<file path="config.mk">
export PLATFORM = sky130hd
export DESIGN_NAME = ahb_lite_master
export DESIGN_NICKNAME = d
export VERILOG_FILES = /design/src/rtl/ahb_lite_master.sv
export SDC_FILE = /design/constraint.sdc
export NUM_CORES = 1
export LEC_CHECK = 0
export CAP_MARGIN = 10
export CORE_ASPECT_RATIO = 0.6
export CORE_MARGIN = 1.5
export CORE_UTILIZATION = 45
export CTS_CLUSTER_DIAMETER = 150
export DETAILED_ROUTE_END_ITERATION = 7
export GPL_TIMING_DRIVEN = 0
export HOLD_SLACK_MARGIN = 0.05
export PLACE_DENSITY = 0.82
export SKIP_CTS_REPAIR_TIMING = 1
export SLEW_MARGIN = 30
export SYNTH_ARGS = -nofsm -noshare
export SYNTH_HDL_FRONTEND = slang
export SYNTH_SLANG_ARGS = --single-unit
export TNS_END_PERCENT = 10
</file>
<file path="constraint.sdc">
create_clock -name hclk_i -period 5.35 [get_ports hclk_i]
set_clock_uncertainty 0.05 [all_clocks]
set_input_delay 1.3375 -clock hclk_i [delete_from_list [all_inputs] [get_ports hclk_i]]
set_output_delay 1.3375 -clock hclk_i [all_outputs]
set_load 0.01 [all_outputs]
</file>
<file path="src/rtl/ahb_lite_master.sv">
// AHB-Lite single-master command engine: word-sized incrementing bursts with pipelined address/data phases.
// Macro AHB_MST_FIXED_BURST_EN selects fixed-length INCR4/8/16 hburst encodings for aligned commands.
module ahb_lite_master #(
  parameter int ADDR_WIDTH = 32,
  parameter int DATA_WIDTH = 32,
  parameter int MAX_LEN    = 16
) (
  input  logic                  hclk_i,
  input  logic                  hrst_n_i,
  input  logic                  cmd_valid_i,
  output logic                  cmd_ready_o,
  input  logic                  cmd_write_i,
  input  logic [ADDR_WIDTH-1:0] cmd_addr_i,
  input  logic [4:0]            cmd_len_i,
  input  logic [DATA_WIDTH-1:0] wdata_i,
  input  logic                  wdata_valid_i,
  output logic                  wdata_ready_o,
  output logic [DATA_WIDTH-1:0] rdata_o,
  output logic                  rdata_valid_o,
  output logic                  done_o,
  output logic                  err_o,
  output logic [ADDR_WIDTH-1:0] haddr_o,
  output logic [1:0]            htrans_o,
  output logic                  hwrite_o,
  output logic [2:0]            hsize_o,
  output logic [2:0]            hburst_o,
  output logic [3:0]            hprot_o,
  output logic                  hmasterlock_o,
  output logic [3:0]            hstrb_o,
  output logic [DATA_WIDTH-1:0] hwdata_o,
  input  logic [DATA_WIDTH-1:0] hrdata_i,
  input  logic                  hready_i,
  input  logic                  hresp_i
);

  // state | meaning
  // IDLE  | waiting for a command, cmd_ready_o high
  // ADDR  | issuing address beats (data phase of the previous beat may overlap)
  // DATA  | all address beats accepted, waiting on the final data phase
  // ERR   | error response seen, waiting for its second cycle
  typedef enum logic [1:0] {S_IDLE, S_ADDR, S_DATA, S_ERR} state_t;

  localparam logic [1:0] TR_IDLE   = 2'b00;
  localparam logic [1:0] TR_BUSY   = 2'b01;
  localparam logic [1:0] TR_NONSEQ = 2'b10;
  localparam logic [1:0] TR_SEQ    = 2'b11;

  localparam logic [2:0] BURST_SINGLE = 3'b000;
  localparam logic [2:0] BURST_INCR   = 3'b001;
`ifdef AHB_MST_FIXED_BURST_EN
  localparam logic [2:0] BURST_INCR4  = 3'b011;
  localparam logic [2:0] BURST_INCR8  = 3'b101;
  localparam logic [2:0] BURST_INCR16 = 3'b111;
`endif

  localparam logic [4:0] LEN_MAX = 5'(MAX_LEN);

  state_t                 state_q, state_d;
  logic [ADDR_WIDTH-1:0]  addr_q, addr_d;
  logic                   write_q, write_d;
  logic [2:0]             burst_q, burst_d;
  logic [4:0]             rem_q, rem_d;
  logic                   first_q, first_d;
  logic                   hold_q, hold_d;
  logic                   dphase_q, dphase_d;
  logic [DATA_WIDTH-1:0]  hwdata_q, hwdata_d;
  logic [DATA_WIDTH-1:0]  rdata_q, rdata_d;
  logic                   rvalid_q, rvalid_d;
  logic                   done_q, done_d;
  logic                   err_q, err_d;

  logic [4:0]             len_c;
  logic [2:0]             burst_c;
  logic                   beat_valid;
  logic                   beat_acc;
  logic                   dp_done;
  logic                   dp_err;
  logic                   unused_addr_lsb;

  assign unused_addr_lsb = ^cmd_addr_i[1:0];

  always_comb begin
    if (cmd_len_i == 5'd0) begin
      len_c = 5'd1;
    end else if (cmd_len_i > LEN_MAX) begin
      len_c = LEN_MAX;
    end else begin
      len_c = cmd_len_i;
    end
  end

  always_comb begin
    burst_c = BURST_INCR;
    if (len_c == 5'd1) begin
      burst_c = BURST_SINGLE;
    end
`ifdef AHB_MST_FIXED_BURST_EN
    else if (len_c == 5'd4 && cmd_addr_i[3:2] == 2'b00) begin
      burst_c = BURST_INCR4;
    end else if (len_c == 5'd8 && cmd_addr_i[4:2] == 3'b000) begin
      burst_c = BURST_INCR8;
    end else if (len_c == 5'd16 && cmd_addr_i[5:2] == 4'b0000) begin
      burst_c = BURST_INCR16;
    end
`endif
  end

  // A write beat already on the bus stays issued through wait states even if the source drops valid.
  assign beat_valid = (state_q == S_ADDR) && (!write_q || hold_q || wdata_valid_i);
  assign beat_acc   = beat_valid && hready_i;
  assign dp_done    = dphase_q && hready_i && !hresp_i;
  assign dp_err     = dphase_q && hresp_i;

  always_comb begin
    htrans_o = TR_IDLE;
    if (beat_valid) begin
      htrans_o = first_q ? TR_NONSEQ : TR_SEQ;
    end else if (state_q == S_ADDR) begin
      htrans_o = first_q ? TR_IDLE : TR_BUSY;
    end
  end

  always_comb begin
    state_d  = state_q;
    addr_d   = addr_q;
    write_d  = write_q;
    burst_d  = burst_q;
    rem_d    = rem_q;
    first_d  = first_q;
    hold_d   = 1'b0;
    dphase_d = dphase_q;
    hwdata_d = hwdata_q;
    rdata_d  = rdata_q;
    rvalid_d = 1'b0;
    done_d   = 1'b0;
    err_d    = 1'b0;

    case (state_q)
      S_IDLE: begin
        if (cmd_valid_i) begin
          addr_d   = {cmd_addr_i[ADDR_WIDTH-1:2], 2'b00};
          write_d  = cmd_write_i;
          burst_d  = burst_c;
          rem_d    = len_c;
          first_d  = 1'b1;
          dphase_d = 1'b0;
          state_d  = S_ADDR;
        end
      end
      S_ADDR, S_DATA: begin
        if (dp_done) begin
          dphase_d = 1'b0;
          if (!write_q) begin
            rdata_d  = hrdata_i;
            rvalid_d = 1'b1;
          end
        end
        if (dp_err) begin
          dphase_d = 1'b0;
          if (hready_i) begin
            state_d = S_IDLE;
            done_d  = 1'b1;
            err_d   = 1'b1;
          end else begin
            state_d = S_ERR;
          end
        end else if (state_q == S_ADDR) begin
          hold_d = beat_valid && !hready_i;
          if (beat_acc) begin
            addr_d   = addr_q + ADDR_WIDTH'(4);
            first_d  = 1'b0;
            rem_d    = rem_q - 5'd1;
            dphase_d = 1'b1;
            if (write_q) begin
              hwdata_d = wdata_i;
            end
            if (rem_q == 5'd1) begin
              state_d = S_DATA;
            end
          end
        end else if (dp_done) begin
          state_d = S_IDLE;
          done_d  = 1'b1;
        end
      end
      S_ERR: begin
        if (hready_i) begin
          state_d = S_IDLE;
          done_d  = 1'b1;
          err_d   = 1'b1;
        end
      end
      default: begin
        state_d = S_IDLE;
      end
    endcase
  end

  always_ff @(posedge hclk_i or negedge hrst_n_i) begin
    if (!hrst_n_i) begin
      state_q  <= S_IDLE;
      addr_q   <= '0;
      write_q  <= 1'b0;
      burst_q  <= BURST_SINGLE;
      rem_q    <= 5'd0;
      first_q  <= 1'b0;
      hold_q   <= 1'b0;
      dphase_q <= 1'b0;
      hwdata_q <= '0;
      rdata_q  <= '0;
      rvalid_q <= 1'b0;
      done_q   <= 1'b0;
      err_q    <= 1'b0;
    end else begin
      state_q  <= state_d;
      addr_q   <= addr_d;
      write_q  <= write_d;
      burst_q  <= burst_d;
      rem_q    <= rem_d;
      first_q  <= first_d;
      hold_q   <= hold_d;
      dphase_q <= dphase_d;
      hwdata_q <= hwdata_d;
      rdata_q  <= rdata_d;
      rvalid_q <= rvalid_d;
      done_q   <= done_d;
      err_q    <= err_d;
    end
  end

  assign cmd_ready_o   = hrst_n_i && (state_q == S_IDLE);
  assign wdata_ready_o = beat_acc && write_q;
  assign rdata_o       = rdata_q;
  assign rdata_valid_o = rvalid_q;
  assign done_o        = done_q;
  assign err_o         = err_q;
  assign haddr_o       = addr_q;
  assign hwrite_o      = write_q;
  assign hsize_o       = 3'b010;
  assign hburst_o      = burst_q;
  assign hprot_o       = 4'b0011;
  assign hmasterlock_o = 1'b0;
  assign hstrb_o       = write_q ? 4'hF : 4'h0;
  assign hwdata_o      = hwdata_q;

endmodule
</file>
==> results.rst <==
.. list-table::
   :header-rows: 1

   * - Metric
     - Value
   * - Compound-gate portion of the synthesized area
     - ~12%
   * - Area share of the largest cell type after synthesis
     - between 50% and 60%
   * - Core footprint
     - 11520 um2
   * - Violation count after the first detailed-routing iteration
     - 419
   * - Via count
     - slightly above 5000
   * - Synth Area in Adders
     - around 1.6%
   * - Global-route congestion overflow total
     - 0
   * - Critical Path Max Stage Delay
     - about 0.48 ns
   * - Net count of the finished layout
     - approximately 860
   * - Proportion of synthesized chip area in sequential cells
     - about half
   * - Cell at the slowest stage of the critical path
     - sky130_fd_sc_hd__clkdlybuf4s50_1
   * - Diodes inserted
     - 0
   * - Series of cell instances along the critical path
     - clkdlybuf4s50_1, or3b_1, nand2_1, inv_1, buf_4, clkdlybuf4s50_1
   * - R2r endpoint
     - haddr_o[15]$_DFFE_PN0P_
   * - Final Hold Violating Endpoints
     - 0
   * - Min Tclk post-route
     - 4.374 ns
   * - Peak supply drop
     - slightly below 0.3 mV
   * - TritonCTS Buffers
     - 9
   * - Post-Syn Area
     - between 5000 and 6000 um2
   * - Fraction of registers with async set or reset after synthesis
     - between 90% and 100%
   * - Total length of routed wires
     - between 15 and 20 mm
   * - Sum of buffers and inverters on the critical path
     - 4
   * - Overall fraction of global-route tracks in use
     - between 20 and 30%
   * - Arrival time of data at the critical path endpoint
     - roughly 3.0 ns
   * - Wire length of the first global-routing pass
     - approximately 27 mm
   * - Synth warnings
     - 0
   * - Required arrival time at the worst endpoint
     - slightly below 4 ns
   * - Worst relative slew slack
     - 54.76%
   * - Power share of the clock group
     - about 14%
   * - Final HPWL DP
     - 13.79 mm
   * - Reg clk slew, reported paths
     - ~0.080 ns
   * - Sequential share of power
     - between 30% and 40%
   * - Static leakage power
     - around 0.0034 uW
   * - Largest cells by area after synthesis
     - sky130_fd_sc_hd__dfrtp_1 (50%), sky130_fd_sc_hd__mux2_2 (13%), sky130_fd_sc_hd__a21oi_1 (3.7%)
   * - RePlAce Congestion
     - 0.9469
   * - Prevailing post-synth register cell
     - sky130_fd_sc_hd__dfrtp_1
   * - Root buffer cell
     - sky130_fd_sc_hd__clkbuf_16
   * - Cell internal pwr
     - between 2000 and 3000 uW
   * - Most common cell on crit path
     - sky130_fd_sc_hd__clkdlybuf4s50_1
   * - Number of nets still failing antenna checks after routing
     - 0
   * - Launch instance of the worst register-to-register path
     - state_q[0]$_DFFE_PN0P_
   * - Number of filler instances in the final layout
     - between 800 and 900
   * - Dominant combinational cell family by area after synthesis
     - multiplexers
   * - Type of the worst setup path
     - input pin to primary output
   * - Number of placed I/O pins
     - about 230
   * - Non-filler instance count after layout
     - about 910
   * - Cell Rows
     - 30
   * - Total area of multi-input combinational cells
     - around 2400 um2
   * - Startpoint type of the worst setup path
     - input pin
   * - Average wire length per cell after detail routing
     - 19.70 um
   * - Max-slew violation count
     - 0
   * - # placed instances
     - 891
   * - Die ar.
     - about 13000 um2
   * - Path type of the worst min-delay path
     - flip-flop to flip-flop
   * - Area leader, netlist
     - sky130_fd_sc_hd__dfrtp_1
   * - Count of cells along the worst register-to-register path
     - 8
   * - Number of design rule violations left after detail routing
     - 0
   * - Synthesized instance count
     - 508
   * - Transition time at the pin with the least slew margin
     - approximately 0.68 ns
   * - Power after layout
     - slightly below 5000 uW
   * - Synthesized area divided by synthesized cell count
     - 10.71 um2
   * - Net Switching
     - between 2000 and 2500 uW
   * - Kind of end point of the critical path
     - primary output
   * - R2R setup slack
     - between 2 and 3 ns
   * - Clk Latency, worst-skew pair
     - around 0.35 ns
   * - TritonCTS clock tree
     - yes
   * - Layout overhead on the synthesized area
     - 49.47%
   * - Number of cells on the worst hold path
     - 1
   * - Power density over the cells
     - between 600 and 700 nW/um2
   * - Min-delay src
     - hwdata_o[11]$_DFFE_PN0P_
   * - Initial Util
     - 47.23%
   * - Switching share of power
     - between 40 and 50%
   * - Worst Hold End
     - hwdata_o[11]$_DFFE_PN0P_
   * - Peak fanout along the critical path
     - 4
   * - Die X-Extent
     - between 100 and 150 um
   * - Antenna violations before repair
     - 0
   * - Multiplexer share of the synthesized area
     - between 10% and 20%
   * - # Max-Cap Violations
     - 0
   * - Pin count of the biggest net entering global routing
     - 60
   * - Worst Hold Slack
     - around 0.44 ns
   * - Length of the first detailed-routing pass in iterations
     - 5
   * - Synthesized-area fraction occupied by xor and xnor cells
     - 0%
   * - Post-synth EDFFs
     - 0
   * - Setup violators final
     - 0
   * - RSZ-0062 raised after global routing
     - no
   * - Vias in the first global route
     - 5001
   * - Cell family with the largest share of critical-path delay
     - buffers and inverters
   * - Buffer levels on the longest clock path
     - 2
   * - Logic pwr share
     - between 50% and 60%
   * - Maximum frequency from static timing analysis
     - between 200 and 250 MHz
   * - Synth unique cells
     - 57
   * - Number of I/O port buffers
     - between 200 and 250
   * - Die height
     - ~88 um
   * - Simple-gate share of the synthesized area
     - ~15%
   * - H-tree level count
     - 3
   * - Vias per Instance
     - 5.589
   * - Run status
     - complete, no violations
   * - Area taken by flip-flops and latches
     - 2728 um2
   * - Share of post-route cells with drive strength above 1
     - 16.60%
   * - Total clock sinks
     - 109
   * - Flip-flop and latch count after synthesis
     - approximately 110
   * - Ratio of final minimum period to clock period
     - roughly four fifths
-- Yosys cell counts (all sizes together) (9+ instances only) --
master    n
dfrtp   109
mux2     67
nand2    41
a21oi    40
buf      35
nor2     30
nand3    20
o21ai    17
nor3     14
and3     12
o22ai    12
clkbuf   11
nand4    10
mux2i     9
-- cell families (layout without fill, tap and decap cells) --
kind of cell / count (synthesis) / after routing
mux: 76 / 76
fa+ha+maj: 7 / 7
other cells: 2 / 12
simple gates: 157 / 157
compound gates: 104 / 104
flops: 109 / 109
buf+inv: 53 / 282
-- registers in the layout, summed over array words and instances (netlist names) --
register and flops:
hwdata_o 32, rdata_o 32, haddr_o 30, rem_q 5, state_q 2, done_o 1
dphase_q 1, err_o 1, first_q 1, hburst_o 1, hold_q 1, hwrite_o 1
rdata_valid_o 1
-- layout by cell type, fill, tap and decap left out, types with 9 or more instances in the layout --
cell and count:
sky130_fd_sc_hd__clkdlybuf4s50_1 211, sky130_fd_sc_hd__dfrtp_1 109, sky130_fd_sc_hd__mux2_2 65, sky130_fd_sc_hd__nand2_1 41
sky130_fd_sc_hd__a21oi_1 40, sky130_fd_sc_hd__nor2_1 30, sky130_fd_sc_hd__buf_4 20, sky130_fd_sc_hd__nand3_1 19
sky130_fd_sc_hd__o21ai_0 16, sky130_fd_sc_hd__nor3_1 13, sky130_fd_sc_hd__and3_1 12, sky130_fd_sc_hd__o22ai_1 12
sky130_fd_sc_hd__conb_1 12, sky130_fd_sc_hd__clkbuf_1 11, sky130_fd_sc_hd__buf_2 11, sky130_fd_sc_hd__nand4_1 10
sky130_fd_sc_hd__mux2i_1 9, sky130_fd_sc_hd__clkbuf_16 9
-- stage by stage --
step | worst slack, ns | util, % | instance area, um2 | setup TNS, ns
floorplan | 1.935 | - | 5480 | 0
global placement | -2.481 | 67.71 | 7802 | -145.82
detailed placement | 0.9818 | 67.99 | 7835 | 0
CTS | 0.9747 | 70.60 | 8135 | 0
global route | 0.9271 | 70.60 | 8135 | 0
finish | 0.9765 | 70.60 | 8135 | 0
-- area by class of cell --
type / count / share of cell area [%]
Clock inverter: 7 / 0.9228
Multi-Input combinational cell: 356 / 30.11
Inverter: 7 / 0.3230
Clock buffer: 9 / 2.768
Timing Repair Buffer: 213 / 26.48
Sequential cell: 109 / 33.53
Tap cell: 160 / 2.461
Buffer: 46 / 3.399
-- per-layer routing --
layer	wire (um)	share of wire (%)	vias to the layer above	track usage [%]
met5	0	0	-	0
met2	8534	48	264	44.28
li1	-	-	2290	-
met4	194	1.1	0	5.811
met1	7332	41	2500	37.25
met3	1803	10	15	8.802
-- worst register-to-register path: cells and delay by family, from the launching register on --
kind                       cells  cell delay, ns
AOI/OAI and AO/OA              2            0.27
adders and majority gates      1            0.32
and+or+nand+nor                1            0.24
DFF                            1            0.42
buffers and inverters          4            1.32
-- worst max path at each step --
stage / cells after the start / from / to / slack [ns]
after floorplan: 4 / wdata_valid_i / htrans_o[1] / 1.93
after global placement: 3 / hrst_n_i / cmd_ready_o / -2.48
after detailed placement: 6 / wdata_valid_i / htrans_o[1] / 0.98
after CTS: 6 / wdata_valid_i / htrans_o[1] / 0.97
after global routing: 6 / wdata_valid_i / htrans_o[1] / 0.93
final: 6 / wdata_valid_i / htrans_o[1] / 0.98
-- power by group through the flow --
stage,logic (uW),clock network [uW],registers [uW]
2_1_floorplan,1220,0,1660
3_3_place_gp,2600,0,1530
3_5_place_dp,2660,0,1560
4_1_cts,2680,688,1550
5_1_grt,2890,719,1620
6_report,2700,674,1560
(Power assumes the default switching activity.)
